### src/rtl/bit_serializer.sv
// bit_serializer: streams valid/ready words out one bit per clock to the sequence detector
module bit_serializer #(
  parameter int WIDTH = 8,
  parameter bit MSB_FIRST = 1'b1
) (
  input  logic             clk,
  input  logic             reset,
  input  logic             en,
  input  logic [WIDTH-1:0] din,
  input  logic             din_valid,
  output logic             din_ready,
  output logic             x_out,
  output logic             x_valid,
  output logic             x_last,
  output logic             busy
);
  localparam int CW = $clog2(WIDTH);
  localparam logic [CW-1:0] LAST = CW'(WIDTH - 1);
  localparam logic [CW-1:0] PENULT = CW'(WIDTH - 2);
  typedef enum logic {IDLE, SHIFT} state_t;
  state_t state, state_n;
  logic [WIDTH-1:0] shreg, shreg_n;
  logic [CW-1:0] cnt, cnt_n;
  logic x_out_n, x_valid_n, x_last_n, accept, advance;
  // state, shifter and registered serial outputs; everything freezes while en is low
  always_ff @(posedge clk or negedge reset)
    if (!reset) begin
      state   <= IDLE;
      shreg   <= '0;
      cnt     <= '0;
      x_out   <= 1'b0;
      x_valid <= 1'b0;
      x_last  <= 1'b0;
    end else if (en) begin
      state   <= state_n;
      shreg   <= shreg_n;
      cnt     <= cnt_n;
      x_out   <= x_out_n;
      x_valid <= x_valid_n;
      x_last  <= x_last_n;
    end
  // stay in SHIFT while bits remain or a new word is taken on the last bit
  always_comb
    state_n = (accept || advance) ? SHIFT : IDLE;
  // handshake plus next shifter/output values; accept and advance are mutually exclusive
  always_comb begin
    busy      = state == SHIFT;
    din_ready = en && (state == IDLE || cnt == LAST);
    accept    = din_valid && din_ready;
    advance   = busy && cnt != LAST;
    shreg_n   = accept ? din : advance ? (MSB_FIRST ? shreg << 1 : shreg >> 1) : '0;
    cnt_n     = advance ? cnt + CW'(1) : '0;
    x_out_n   = accept ? (MSB_FIRST ? din[WIDTH-1] : din[0])
              : advance ? (MSB_FIRST ? shreg[WIDTH-2] : shreg[1]) : 1'b0;
    x_valid_n = state_n == SHIFT;
    x_last_n  = advance && cnt == PENULT;
  end
endmodule

### config.mk
export PLATFORM = sky130hd
export DESIGN_NAME = bit_serializer
export DESIGN_NICKNAME = d
export VERILOG_FILES = /design/src/rtl/bit_serializer.sv
export SDC_FILE = /design/constraint.sdc
export NUM_CORES = 1
export LEC_CHECK = 0
export CAP_MARGIN = 20
export CORE_MARGIN = 3
export CORE_UTILIZATION = 30
export CTS_BUF_LIST = sky130_fd_sc_hd__clkbuf_4 sky130_fd_sc_hd__clkbuf_8
export DETAILED_ROUTE_END_ITERATION = 8
export PLACE_DENSITY = 0.53
export SYNTH_ARGS = -nofsm -noshare
export SYNTH_HDL_FRONTEND = slang
export SYNTH_SLANG_ARGS = --single-unit
### constraint.sdc
create_clock -name clk -period 1.4 [get_ports clk]
set_input_delay 0.28 -clock clk [delete_from_list [all_inputs] [get_ports clk]]
set_output_delay 0.28 -clock clk [all_outputs]
set_load 0.01 [all_outputs]
==> key figures <==
Status
  • Status: complete, but fails checks
  • Failing checks: negative setup slack

Setup path
  • Cells along the critical path: ha_4 > ha_4 > nor2b_4 > nor2_2 > buf_2
  • Largest stage delay on the critical path: 0.42 ns
  • CP endpoint kind: output port
  • CP Data Required Time: 1.12 ns
  • Cell with the largest stage delay on the worst path: dfrtp_1
  • Startpoint Class: flop
  • Reg2reg path depth: 7
  • CP most frequent cell: ha_4
  • CP Class: reg2out
  • Critical path fanouts, max: 2
  • Crit path DAT: 1.34 ns

Floorplanning
  • Core area: 0.00182 mm^2
  • Die width: 50.9 um
  • Initial core utilization: 33.3%
  • I/O pins: 17
  • # rows: 15
  • Die H: 50.9 um
  • Die ar.: 0.00259 mm^2

Logic synthesis
  • Yosys Warn Count: 0
  • EDFF count, synth: 0
  • Asr flop ratio synth: 100%
  • Number of synthesized register bits: 13
  • Compound-Gate Fraction of Synth Area: 19.2%
  • Synth Cell Area: 606 um^2
  • Synth area leader: dfrtp_1
  • Synth top cells by count: dfrtp_1, a221o_1, nor2b_1, ha_1, nand2_1
  • Simple-gate portion of the synthesized area: 14.0%
  • Largest cells by area after synthesis: dfrtp_1, a221o_1, nor2b_1
  • Main combinational cell family by area after synthesis: compound AO/OA/AOI/OAI gates
  • XOR/XNOR Fraction of Synth Area: 0%
  • Post-synth cell types: 17
  • Most common cell in the netlist: dfrtp_1
  • Multiplexer share of the synthesized area: 1.65%
  • Synth Net Count: 63
  • Synth Area per Inst: 12.6 um^2
  • Cell count after synthesis: 48
  • Top cell type's share of synthesized area: 53.7%
  • Post-Synth Adder-Cell Area: 6.20%
  • Post-synth top flop: dfrtp_1
  • Sequential area share after synthesis: 53.7%

Cells and area
  • Nets: 91
  • Post-layout util: 50.9%
  • Fill cell count: 176
  • Synthesis-to-layout area growth: 53.1%
  • Ant diodes: 0
  • Sequential cell area: 325 um^2
  • Layout cell share with drive strength beyond 1: 32.0%
  • Multi-input gate area: 309 um^2

Clock tree
  • Clk_lat worst skew: 0.28 ns
  • CTS Sinks: 13
  • Clock buffer depth: 2
  • CTS Buf Count: 3
  • Hold Buf Count CTS: 0
  • Htree depth: 1
  • Clock-pin slew on the worst setup and hold paths: 0.09 ns
  • CTS root buf: clkbuf_4
  • TritonCTS clock tree: yes

Placement
  • HPWL Detailed: 945 um
  • Pre-CTS setup slack: -0.393 ns
  • Port bufs: 16
  • GPL Wtd Cong: 0.756

Detailed routing
  • Detailed-route vias per instance: 5.06
  • Via Count: 506
  • Number of nets with antenna violations after routing: 0
  • Total Wirelength: 1470 um
  • Avg WL per Cell: 14.7 um
  • Residual DRC: 0
  • Iter 0 DRT Violations: 14
  • TritonRoute pass-1 iters: 4

Power
  • Pwr Density: 1550 mW/mm^2
  • Worst vdd ir: 829 uV
  • Static Leak: 0.439 nW

Global routing
  • Grt ovf: 0
  • Initial antenna violation count: 0
  • Vias in the first global route: 492
  • All-Layer GR Usage: 12.6%
  • Largest net degree at the start of global routing: 15
  • First-pass GRT wire length: 2380 um

STA
  • Setup violators final: 13
  • Period utilization: 116%
  • Slew @ Worst Pin: 0.217 ns
  • RSZ-0062 raised after global routing: yes
  • FMAX: 617 MHz
  • Slew Viols, Final: 0
  • Final hold slack: 0.306 ns
  • Fin. Hold Viols: 0
  • Max_slew headroom: 85.5%
  • Final WS setup: -0.222 ns
  • Fin Clk Skew: 0.0110 ns
  • Tmin final: 1.62 ns

Flow run
  • Max_cap viols: 0

Worst hold path
  • Hold WC Path Type: in2async
## layer usage
metal | vias to the layer above | wire (um) | GRT usage (%)
li1 | 234 | - | -
met2 | 24 | 625 | 18.0
met4 | 0 | 23 | 2.69
met5 | - | 0 | 0
met3 | 4 | 104 | 4.66
met1 | 244 | 721 | 17.8
## per-stage QoR
step	power [mW]	area, um^2	TNS (ns)	instances
detailed placement	1.08	848	-1.91	94
CTS	1.42	913	-1.59	100
floorplan	0.854	621	0	48
global placement	1.07	848	-2.05	94
global route	1.53	927	-2.34	100
finish	1.43	927	-1.68	100
## sequential cells by signal (all words and copies together), names as in the netlist
signal	count
x_last	1
busy	1
cnt	3
x_out	1
shreg	7
## layout by cell type (no fill, tap or decap)
cell type and count:
dfrtp_1 13, clkdlybuf4s50_1 11, buf_4 8, nor2b_1 7
a221o_1 7, clkbuf_4 4, inv_1 2, and2_4 2
nand2_1 2, a22o_1 2, ha_4 2, clkdlybuf4s15_1 2
dlygate4sd2_1 2, nor2b_4 1, nor2_2 1, nand2_2 1
o2bb2ai_2 1, mux2i_1 1, nor2_4 1, a32o_1 1
a22o_4 1, ha_1 1, buf_2 1, buf_6 1
## power by group
group          total [mW]  leakage, nW  internal [mW]  switching [mW]
clock network       0.262       0.0184          0.130           0.132
registers           0.570        0.169          0.494          0.0757
logic               0.602        0.252          0.368           0.234
total                1.43        0.439          0.992           0.442
## final cells by class
type	instances	share of cell area, %
multi-input combinational	31	33.3
tap	25	3.37
timing repair buffer	25	24.2
clock buffer	4	3.24
inverter	2	0.810
sequential	13	35.1
## worst max-delay path, delay by kind of cell (launching register included)
family                     cells  cell delay, ns
adders and majority gates      2            0.34
buffers and inverters          1            0.13
DFF                            1            0.42
and+or+nand+nor                2            0.17
## cells by family after synthesis
group | count (synthesis)
multiplexers | 1
AND/OR/NAND/NOR | 14
buffers and inverters | 5
adder cells (fa/ha/maj) | 3
AO/OA/AOI/OAI | 12
flip-flops | 13
## worst paths after layout
check / from / to / slack (ns)
setup / recovery: cnt[0]$_DFFE_PN0P_ / din_ready / -0.22
hold / removal: reset / busy$_DFFE_PN0P_ / 0.31
setup reg to reg: cnt[0]$_DFFE_PN0P_ / shreg[6]$_DFFE_PN0P_ / -0.19
hold reg to reg: x_last$_DFFE_PN0P_ / x_last$_DFFE_PN0P_ / 0.50
max in group asynchronous: reset / shreg[2]$_DFFE_PN0P_ / 0.92
min in group clk: x_last$_DFFE_PN0P_ / x_last$_DFFE_PN0P_ / 0.50
## what timing repair did
item / 4_1_cts / 5_1_grt
setup buffers: 2 / 1
gates resized for setup: 14 / 6
pin swaps: 5 / 4
cloned: 1 / 0
endpoints found under the setup margin: 15 / 15
(Power assumes the default switching activity.)
